--- src/rtl/aline_fire_sequencer.sv ---
// Sequences one image acquisition: per A-line, request delays, wait for the load, fire enabled channels.
// Latency: rd_en one cycle after start; fire[c] starts D_c cycles into FIRE; outputs registered.
// Backpressure: waits on updating_delays handshake with timeout; abort/intaking_configs force IDLE.
module aline_fire_sequencer #(
    parameter int GAP_CYCLES  = 1000,
    parameter int UPD_TIMEOUT = 64,
    parameter int MAX_ALINES  = 16
) (
    input  logic         clk,
    input  logic         rst,
    input  logic         start,
    input  logic         abort,
    input  logic         intaking_configs,
    input  logic         updating_delays,
    input  logic [4:0]   aline_select,
    input  logic [7:0]   channel_select,
    input  logic [31:0]  pulse_shape,
    input  logic [127:0] ch_delays,
    output logic         rd_en,
    output logic [3:0]   which_aline,
    output logic [7:0]   fire,
    output logic         busy,
    output logic         done,
    output logic         err
);

    localparam int TW = $clog2(UPD_TIMEOUT) + 1;
    localparam int GW = $clog2(GAP_CYCLES) + 1;

    typedef enum logic [2:0] {
        S_IDLE,
        S_REQ,
        S_WAIT_HI,
        S_WAIT_LO,
        S_ARM,
        S_FIRE,
        S_GAP
    } state_t;

    state_t        state_q, state_d;
    logic [3:0]    wa_q, wa_d;
    logic [3:0]    last_q, last_d;
    logic [TW-1:0] tmo_q, tmo_d;
    logic [GW-1:0] gap_q, gap_d;
    logic          rd_en_q, rd_en_d;
    logic [7:0]    fire_q, fire_d;
    logic          busy_q, busy_d;
    logic          done_q, done_d;
    logic          err_q, err_d;

    // Per-channel pulse engine: countdown to the first bit, then 32 MSB-first shifts.
    logic [15:0]   dly_q [8];
    logic [15:0]   dly_d [8];
    logic [31:0]   sh_q [8];
    logic [31:0]   sh_d [8];
    logic [5:0]    left_q [8];
    logic [5:0]    left_d [8];
    logic [15:0]   dly_adv [8];
    logic [31:0]   sh_adv [8];
    logic [5:0]    left_adv [8];
    logic [7:0]    chan_idle;
    logic          fire_last;
    logic [4:0]    n_sel;

    // Image length clamped to what which_aline can index.
    assign n_sel = (aline_select > 5'(MAX_ALINES)) ? 5'(MAX_ALINES) : aline_select;

    // One FIRE step for every channel; a channel is finished once its delay and bits are both spent.
    always_comb begin
        for (int c = 0; c < 8; c++) begin
            dly_adv[c]  = dly_q[c];
            sh_adv[c]   = sh_q[c];
            left_adv[c] = left_q[c];
            if (dly_q[c] != 16'd0) begin
                dly_adv[c] = dly_q[c] - 16'd1;
            end else if (left_q[c] != 6'd0) begin
                sh_adv[c]   = {sh_q[c][30:0], 1'b0};
                left_adv[c] = left_q[c] - 6'd1;
            end
            chan_idle[c] = (dly_adv[c] == 16'd0) && (left_adv[c] == 6'd0);
        end
    end

    assign fire_last = &chan_idle;

    // Next-state and registered-output computation; abort/intaking_configs override everything.
    always_comb begin
        state_d = state_q;
        wa_d    = wa_q;
        last_d  = last_q;
        tmo_d   = tmo_q;
        gap_d   = gap_q;
        busy_d  = busy_q;
        done_d  = 1'b0;
        err_d   = 1'b0;
        rd_en_d = 1'b0;
        fire_d  = 8'h00;
        for (int c = 0; c < 8; c++) begin
            dly_d[c]  = dly_q[c];
            sh_d[c]   = sh_q[c];
            left_d[c] = left_q[c];
        end

        case (state_q)
            S_IDLE: begin
                if (start && !abort && !intaking_configs) begin
                    wa_d   = 4'd0;
                    last_d = 4'(n_sel - 5'd1);
                    if (n_sel == 5'd0) begin
                        done_d = 1'b1;
                    end else begin
                        state_d = S_REQ;
                        busy_d  = 1'b1;
                    end
                end
            end
            S_REQ: begin
                tmo_d   = '0;
                state_d = S_WAIT_HI;
            end
            S_WAIT_HI, S_WAIT_LO: begin
                if (tmo_q == TW'(UPD_TIMEOUT - 1)) begin
                    err_d   = 1'b1;
                    busy_d  = 1'b0;
                    state_d = S_IDLE;
                end else begin
                    tmo_d = tmo_q + 1'b1;
                    if (state_q == S_WAIT_HI && updating_delays) begin
                        state_d = S_WAIT_LO;
                    end else if (state_q == S_WAIT_LO && !updating_delays) begin
                        state_d = S_ARM;
                    end
                end
            end
            S_ARM: begin
                for (int c = 0; c < 8; c++) begin
                    dly_d[c]  = channel_select[c] ? ch_delays[16*c +: 16] : 16'd0;
                    sh_d[c]   = pulse_shape;
                    left_d[c] = channel_select[c] ? 6'd32 : 6'd0;
                end
                state_d = S_FIRE;
            end
            S_FIRE: begin
                for (int c = 0; c < 8; c++) begin
                    dly_d[c]  = dly_adv[c];
                    sh_d[c]   = sh_adv[c];
                    left_d[c] = left_adv[c];
                end
                if (fire_last) begin
                    if (wa_q == last_q) begin
                        done_d  = 1'b1;
                        busy_d  = 1'b0;
                        state_d = S_IDLE;
                    end else begin
                        gap_d   = '0;
                        state_d = S_GAP;
                    end
                end
            end
            S_GAP: begin
                if (gap_q == GW'(GAP_CYCLES - 1)) begin
                    wa_d    = wa_q + 4'd1;
                    state_d = S_REQ;
                end else begin
                    gap_d = gap_q + 1'b1;
                end
            end
            default: state_d = S_IDLE;
        endcase

        if (state_q != S_IDLE && (abort || intaking_configs)) begin
            state_d = S_IDLE;
            busy_d  = 1'b0;
            done_d  = 1'b0;
            err_d   = intaking_configs;
            for (int c = 0; c < 8; c++) begin
                left_d[c] = 6'd0;
                dly_d[c]  = 16'd0;
            end
        end

        rd_en_d = (state_d == S_REQ);
        for (int c = 0; c < 8; c++) begin
            fire_d[c] = (state_d == S_FIRE) && (dly_d[c] == 16'd0) &&
                        (left_d[c] != 6'd0) && sh_d[c][31];
        end
    end

    // State and output registers, synchronous active-high reset.
    always_ff @(posedge clk) begin
        if (rst) begin
            state_q <= S_IDLE;
            wa_q    <= 4'd0;
            last_q  <= 4'd0;
            tmo_q   <= '0;
            gap_q   <= '0;
            rd_en_q <= 1'b0;
            fire_q  <= 8'h00;
            busy_q  <= 1'b0;
            done_q  <= 1'b0;
            err_q   <= 1'b0;
            for (int c = 0; c < 8; c++) begin
                dly_q[c]  <= 16'd0;
                sh_q[c]   <= 32'd0;
                left_q[c] <= 6'd0;
            end
        end else begin
            state_q <= state_d;
            wa_q    <= wa_d;
            last_q  <= last_d;
            tmo_q   <= tmo_d;
            gap_q   <= gap_d;
            rd_en_q <= rd_en_d;
            fire_q  <= fire_d;
            busy_q  <= busy_d;
            done_q  <= done_d;
            err_q   <= err_d;
            for (int c = 0; c < 8; c++) begin
                dly_q[c]  <= dly_d[c];
                sh_q[c]   <= sh_d[c];
                left_q[c] <= left_d[c];
            end
        end
    end

    assign rd_en       = rd_en_q;
    assign which_aline = wa_q;
    assign fire        = fire_q;
    assign busy        = busy_q;
    assign done        = done_q;
    assign err         = err_q;

endmodule

--- config.mk ---
export PLATFORM = sky130hd
export DESIGN_NAME = aline_fire_sequencer
export DESIGN_NICKNAME = d
export VERILOG_FILES = /design/src/rtl/aline_fire_sequencer.sv
export SDC_FILE = /design/constraint.sdc
export NUM_CORES = 1
export LEC_CHECK = 0
export CAP_MARGIN = 20
export CORE_MARGIN = 5
export CORE_UTILIZATION = 28
export CTS_BUF_LIST = sky130_fd_sc_hd__clkbuf_16
export DETAILED_ROUTE_END_ITERATION = 12
export PLACE_DENSITY_LB_ADDON = 0.25
export SYNTH_ARGS = -nofsm -noshare
export SYNTH_HDL_FRONTEND = slang
export SYNTH_SLANG_ARGS = --single-unit
--- constraint.sdc ---
create_clock -name clk -period 5.47 [get_ports clk]
set_input_delay 0.8205 -clock clk [delete_from_list [all_inputs] [get_ports clk]]
set_output_delay 0.8205 -clock clk [all_outputs]
set_load 0.05 [all_outputs]
* After elaboration in Yosys (flattened, before gate mapping)
Memory sizes are Yosys's and may differ from the RTL's.
Index checks and enable logic that the tools add are counted.
Widths: inputs -> output; s select.
** Word-level totals
- Memories kept :: 3
- Bits in writable memories :: 432
- Input bits :: 179
- Register bits after elaboration :: 41
** Operators by class
- $lt $le $gt $ge :: 1
- Bitwise logic cells :: 24
- Equal/unequal tests :: 20
- $add $sub $neg :: 20
- Reduce and logical (&&, ||, !) cells :: 104
- Multiplexer cells :: 122
** Memory list
- sh_q :: words 8, width 32, rd ports 8, clocked after Yosys merged registers in 0, write ports 8, line 54 : logic [31:0] sh_q [8];
- dly_q :: words 8, width 16, rd ports 8, clocked after Yosys merged registers in 0, write ports 8, line 52 : logic [15:0] dly_q [8];
- left_q :: words 8, width 6, rd ports 8, clocked after Yosys merged registers in 0, write ports 8, line 56 : logic [5:0] left_q [8];
** Operators with widths (count)
- $mux 32 :: 24
- $pmux 256 s2 :: 1
- $mux 16 :: 24
- $logic_not 16->1 :: 16
- $pmux 128 s2 :: 1
- $mux 6 :: 32
- $mux 128 :: 1
- $reduce_bool 16->1 :: 8
- $sub 16x1->16 const B :: 8
- $pmux 48 s2 :: 1
- $reduce_bool 6->1 :: 16
- $logic_not 6->1 :: 8
- $mux 48 :: 1
- $sub 6x1->6 const B :: 8
- $logic_and 1x1->1 :: 37
- $mux 11 :: 3
- $mux 3 :: 9
- $or 1x1->1 :: 24
- $pmux 11 s2 :: 1
- $ne 2x2->1 const B :: 9
- $pmux 3 s6 :: 1
- $mux 1 :: 15
- $pmux 7 s2 :: 1
- $eq 3x3->1 const B :: 4
- other kinds (28) :: 38

* Logic depth before layout (Yosys ltp)
Gate-level depths: netlist of run 1.
- Depth in word-level cells :: 13
- Gate-level depth with buffers :: 17

* Worst setup path after synthesis of run 1
Ideal clock, no wire load.
- Path type :: register to register
- Start :: mem dly_q[3][0] (netlist: dly_q[0][48])
- End :: reg rd_en_q (netlist: rd_en)
- Data arrival time :: 3.965 ns
- Path slack :: 1.383 ns
- Buffers on the path :: 4
- Required time :: 5.348 ns
- Stages on the path, launching flop included :: 17
- Cell sequence :: dfxtp_1 -> inv_1 -> ha_1 -> or4b_1 -> clkbuf_1 -> or4_4 -> buf_6 -> a22oi_1 -> nand4_1 -> or4_1 -> or4_4 -> nor4_4 -> and2_1 -> buf_2 -> a31o_2 -> buf_4 -> nor4b_2
** RTL lines
- start: declaration :: line 52
- end signal: assignment :: line 213 : rd_en_q <= rd_en_d;
- end: declaration :: line 45 : logic rd_en_q, rd_en_d;

==> impl_metrics.env, run 1 <==
export IMPL_leakagePower_nw=11.3
export IMPL_areaGrowthSynthToFinish_pct=18.3
export IMPL_dieArea_um2=98000
export IMPL_antenna_found_initial=4
export IMPL_preCtsSetupSlack_ns=0.236
export IMPL_wl_mm=107
export IMPL_crit_arrival_ns=5.62
export IMPL_tightest_slew_ns=1.11
export IMPL_cts_root_buf="clkbuf_16"
export IMPL_die_h_um=313
export IMPL_clock_sinks=473
export IMPL_synth_edf_count=0
export IMPL_fin_cells=4539
export IMPL_clkTransAtPathRegs_ns=0.06
export IMPL_r2r_slack_ns=0.41
export IMPL_ys_types=95
export IMPL_yosys_area_top_type="dfxtp_1"
export IMPL_hold_path_depth=2
export IMPL_grt_pass1_vias=24700
export IMPL_cts_hold_buf=0
export IMPL_vias_per_cell=5.82
export IMPL_rsz0062_at_grt="false"
export IMPL_seq_area_frac_synth_pct=36.8
export IMPL_synth_cell_area_um2=25700
export IMPL_io_buffers=194
export IMPL_relSlewSlack_pct=25.7
export IMPL_layout_min_cycle_time_ns=5.06
export IMPL_cts_buffer_depth=3
export IMPL_grt_max_degree=147
export IMPL_max_freq_mhz=197
export IMPL_setup_viol=0
export IMPL_cts_setup_buffers=0
export IMPL_syn_nets=3512
export IMPL_fillers=9675
export IMPL_crit_chain="nor4_1, nand4_1, o41ai_1, o2111ai_1, a2111oi_0, nand4_1, nor4_4, nand4_2, a211o_1, a21oi_2"
export IMPL_slowest_delay_ns=0.89
export IMPL_finClkSkew_ns=0.0294
export IMPL_hold_viol_final=0
export IMPL_hpwl_mm=78.0
export IMPL_powerDensity_nw_per_um2=264
export IMPL_final_common_cell="nor2_1"
export IMPL_synthCells=3305
export IMPL_h_tree_depth=2
export IMPL_place_congestion=0.972
export IMPL_worstSetupPathType="reg -> reg"
export IMPL_ys_ff_latch=473
export IMPL_cp_required_ns=6.03
export IMPL_final_antenna_net_count=0
export IMPL_first_iter_violations=2998
export IMPL_start_kind="register"
export IMPL_drc_errors=0
export IMPL_reg2reg_from="dly_q[0][45]"
export IMPL_cp_common_cell="nand4_1"
export IMPL_core_area_um2=91400
export IMPL_ys_warn_count=0
export IMPL_yosysTopAreaCellShare_pct=36.8
export IMPL_dp_cells=4433
export IMPL_setup_tns_ns=0
export IMPL_drive_gt1_share_pct=6.57
export IMPL_cp_max_fo=11
export IMPL_grt_usage_pct=20.6
export IMPL_ys_flop_type="dfxtp_1"
export IMPL_final_cell_mix="nor2_1 (577), dfxtp_1 (472), a221oi_1 (260), nand2_1 (202), clkdlybuf4s50_1 (193)"
export IMPL_critPathCaptureType="register"
export IMPL_post_drt_wl_per_cell_um=23.5
export IMPL_final_net_count=3512
export IMPL_pin_count=195
export IMPL_first_pass_iters=6
export IMPL_cts_tree="yes"
export IMPL_setup_worst_path_end="gap_q[9]"
export IMPL_r2r_end="gap_q[9]"
export IMPL_startpoint="dly_q[0][45]"
export IMPL_max_cap_viol_count=0
export IMPL_cts_made_buffers=56
export IMPL_clk_latency_ns=0.63
export IMPL_num_vias=26400
export IMPL_start_util_pct=28.1
export IMPL_syn_avg_cell_area_um2=7.78
export IMPL_hold_path_class="reg -> reg"
export IMPL_grt_first_pass_wirelength_mm=160
export IMPL_die_x_um=313
export IMPL_synthArstFlopShare_pct=0
export IMPL_final_max_slew_viol_count=0
export IMPL_row_count=111
export IMPL_setup_slack_ns=0.406
export IMPL_cp_slowest_cell="a2111oi_0"
export IMPL_ir_worst_vdd_v=0.000259
export IMPL_period_share_pct=92.6
export IMPL_r2r_cells=10
export IMPL_yosys_top_cells_area="dfxtp_1 (37%), a221oi_1 (8.9%), nor2_1 (8.6%)"
export IMPL_status="completed"
export IMPL_gr_total_overflow=0
==> final cells by class <==
cell class	count	area, µm²	share of cell area (%)
Multi-Input combinational cell	2458	14900	48.9
Clock inverter	46	470	1.55
Tap cell	1186	1480	4.88
Antenna cell	3	7.51	0.0247
Clock buffer	57	1430	4.69
Timing Repair Buffer	258	2460	8.09
Inverter	58	220	0.724
Sequential cell	473	9470	31.1
==> worst max-delay path: cells and delay by family, from the launching register on <==
| kind | cells | cell delay, ns |
|---|---|---|
| AO/OA/AOI/OAI | 5 | 2.50 |
| AND/OR/NAND/NOR | 5 | 2.09 |
| flip-flops | 1 | 0.42 |
==> cells in the mapped netlist (all sizes together), types with 28 or more instances <==
library cell  count
nand3            80
nand4            69
mux2i            33
a221oi          260
and3             51
a22oi            38
nor2            587
nor3            106
ha               28
buf              36
o22ai            31
clkbuf          280
nand2           203
or4              48
nor4             91
or3              37
a21oi           197
a31oi            39
inv              58
nor2b            39
dfxtp           473
o21ai           122
==> per-stage QoR <==
stage               cell area [µm²]  utilization [%]  power [mW]  hold slack [ns]
floorplan                     25700                -        3.88            0.436
global placement              28500             31.2        4.21            0.448
detailed placement            28500             31.2        4.21            0.453
CTS                           30400             33.3        8.12            0.461
global route                  30400             33.3        8.31            0.480
finish                        30400             33.3        8.03            0.461
==> worst min-delay path by stage <==
stage                startpoint          end  slack (ns)
floorplan           sh_q[1][32]  sh_q[1][32]        0.44
global placement    sh_q[0][64]  sh_q[0][64]        0.45
detailed placement  sh_q[0][64]  sh_q[0][64]        0.45
CTS                 sh_q[0][32]  sh_q[0][32]        0.46
global route        sh_q[0][32]  sh_q[0][32]        0.48
finish              sh_q[1][32]  sh_q[1][32]        0.46
==> kinds of logic (layout without fill, tap and decap cells) <==
logic type | count (synthesis) | in the layout | synth area share, %
mux | 38 | 38 | 1.50
buf+inv | 374 | 419 | 5.63
other cells | 0 | 3 | 0
fa+ha+maj | 28 | 28 | 1.36
compound gates | 929 | 929 | 25.9
xor+xnor | 52 | 52 | 1.77
flops | 473 | 473 | 36.8
simple gates | 1411 | 1411 | 27.0
==> state kept, by name, summed over array words and instances (netlist names) <==
signal	count
done	1
sh_q	256
fire	8
last_q	4
rd_en	1
busy	1
gap_q	11
err	1
which_aline	4
dly_q	128
state_q	3
left_q	48
tmo_q	7
==> metal layers <==
metal	vias up	track usage [%]	part of all wire [%]
met5	-	0	0
met4	0	7.49	4.1
met3	193	3.41	6.3
met2	993	34.1	46
met1	12800	27.2	43
li1	12500	-	-
==> power by group <==
part	switching (mW)	internal, mW
registers	0.0148	3.45
logic	0.406	0.262
clock network	1.58	2.32
total	2.00	6.03
==> timing repair <==
item / in CTS / in global routing
gates resized for setup: 0 / 1
endpoints found under the hold margin: 0 / 0
setup endpoints to repair: 0 / 7
Note: power is estimated with default switching activity, not from simulation.
==> run 2: changes to the inputs <==
Settings changed: SLEW_MARGIN set to 15.
==> run 2 against run 1 <==
- die area is the same
- largest power group unchanged
- critical endpoint unchanged
- critical path depth is 2 higher
- sequential share of layout area rose by 0.12 points
- final area decreased by 0.39%
- cell count hardly changed
- highest routed layer unchanged
- worst setup slack got worse by 0.26 ns
- power is 3.0% lower
- clock power decreased by 6.4%
- fmax is 4.9% lower
==> impl_metrics.env, run 2 (same netlist as run 1, synthesis figures left out) <==
export IMPL_preCtsSetupSlack_ns=0.207
export IMPL_status="completed"
export IMPL_max_cap_viol_count=0
export IMPL_largest_register="sh_q"
export IMPL_fin_util_pct=33.2
export IMPL_grt_first_pass_wirelength_mm=160
export IMPL_cts_root_buf="clkbuf_16"
export IMPL_cts_made_buffers=57
export IMPL_gr_total_overflow=0
export IMPL_post_drt_wl_per_cell_um=23.6
export IMPL_vias_per_cell=5.83
export IMPL_regArea_um2=9470
export IMPL_cts_setup_buffers=0
export IMPL_pin_count=195
export IMPL_cts_hold_buf=0
export IMPL_drc_errors=0
export IMPL_final_max_slew_viol_count=0
export IMPL_start_util_pct=28.1
export IMPL_cts_buffer_depth=3
export IMPL_cts_resized=0
export IMPL_grt_usage_pct=20.7
export IMPL_row_count=111
export IMPL_setup_tns_ns=0
export IMPL_place_congestion=0.972
export IMPL_die_h_um=313
export IMPL_first_iter_violations=3110
export IMPL_powerDensity_nw_per_um2=257
export IMPL_leakagePower_nw=11.2
export IMPL_period_share_pct=97.3
export IMPL_clkTransAtPathRegs_ns=0.06
export IMPL_crit_arrival_ns=5.88
export IMPL_hold_viol_final=0
export IMPL_max_freq_mhz=188
export IMPL_antenna_found_initial=4
export IMPL_tightest_slew_ns=1.12
export IMPL_fillers=9715
export IMPL_dieArea_um2=98000
export IMPL_hpwl_mm=78.0
export IMPL_die_x_um=313
export IMPL_finClkSkew_ns=0.0375
export IMPL_layout_min_cycle_time_ns=5.32
export IMPL_io_buffers=194
export IMPL_final_cell_mix="nor2_1 (577), dfxtp_1 (472), a221oi_1 (260), nand2_1 (202), clkdlybuf4s50_1 (193)"
export IMPL_num_vias=26400
export IMPL_whs_ns=0.461
export IMPL_areaGrowthSynthToFinish_pct=17.9
export IMPL_worstSetupPathType="reg -> reg"
export IMPL_reg_top3="sh_q x256, dly_q x128, left_q x48"
export IMPL_grt_pass1_vias=24700
export IMPL_core_area_um2=91400
export IMPL_rsz0062_at_grt="false"
export IMPL_critPathCaptureType="register"
export IMPL_cp_max_fo=11
export IMPL_wl_mm=107
export IMPL_relSlewSlack_pct=24.2
export IMPL_setup_slack_ns=0.147
export IMPL_ir_worst_vdd_v=0.000222
export IMPL_clock_sinks=473
export IMPL_first_pass_iters=6
export IMPL_clk_latency_ns=0.64
export IMPL_multi_input_area_um2=14900
export IMPL_final_antenna_net_count=0
export IMPL_final_net_count=3513
export IMPL_setup_viol=0
export IMPL_final_common_cell="nor2_1"
export IMPL_place_area_um2=28500
export IMPL_grt_max_degree=147
export IMPL_stdcell_area_um2=30300
export IMPL_cts_tree="yes"
export IMPL_largest_reg_flops=256
export IMPL_start_kind="register"
export IMPL_h_tree_depth=2
export IMPL_drive_gt1_share_pct=6.33
export IMPL_hold_path_class="reg -> reg"
export IMPL_cp_required_ns=6.03
==> run 2: cell count changes in the layout (fill, tap and decap cells not counted), moves of 2 or more <==
cell / previous run / this run
clkinv_16: 0 / 2
bufinv_16: 9 / 3
inv_16: 2 / 0
clkinv_1: 13 / 21
clkinv_2: 9 / 4
==> run 2: layer usage <==
metal  track usage (%)  vias to the layer above  wire, µm
met2              34.1                      980     49700
met1              27.4                    12800     45800
met4              7.95                        0      4590
li1                  -                    12500         -
met5                 0                        -         0
met3              2.99                      175      6950
==> run 2: worst max-delay path, stage by stage, from the launching register on <==
cell,delay (ns)
dfxtp_1,0.33
inv_1,0.09
ha_1,0.27
or4b_1,0.71
o21ai_0,0.97
o31ai_1,0.33
nor4_1,0.40
nand4_1,0.14
or4_1,0.58
nor4_4,0.53
nand4_2,0.38
a211o_1,0.40
a21oi_2,0.13
==> run 2: path summary, 6_finish.rpt <==
path                                   start    endpoint  slack (ns)  depth (start not counted)
worst max register to register  dly_q[1][32]    gap_q[9]        0.15                         12
worst max-delay path            dly_q[1][32]    gap_q[9]        0.15                         12
worst min-delay path              sh_q[0][0]  sh_q[0][0]        0.46                          2
worst min register to register    sh_q[0][0]  sh_q[0][0]        0.46                          2
==> run 2: area by class of cell <==
class                           instances  share of cell area, %
Tap cell                             1186                   4.90
Antenna cell                            2                 0.0165
Clock inverter                         44                   1.08
Clock buffer                           58                   4.79
Sequential cell                       473                   31.3
Inverter                               58                  0.726
Multi-Input combinational cell       2458                   49.1
Timing Repair Buffer                  258                   8.12
==> run 2: metrics by stage <==
stage	std cells	power, mW
3_5_place_dp	4433	4.21
4_1_cts	4535	7.88
2_1_floorplan	3305	3.88
5_1_grt	4535	8.06
6_report	4537	7.79
3_3_place_gp	4432	4.21
==> run 2: power by group <==
part	internal [mW]	switching [mW]	leakage, nW
logic	0.262	0.406	6.53
clock network	2.06	1.59	0.884
registers	3.45	0.0149	3.81
total	5.77	2.01	11.2
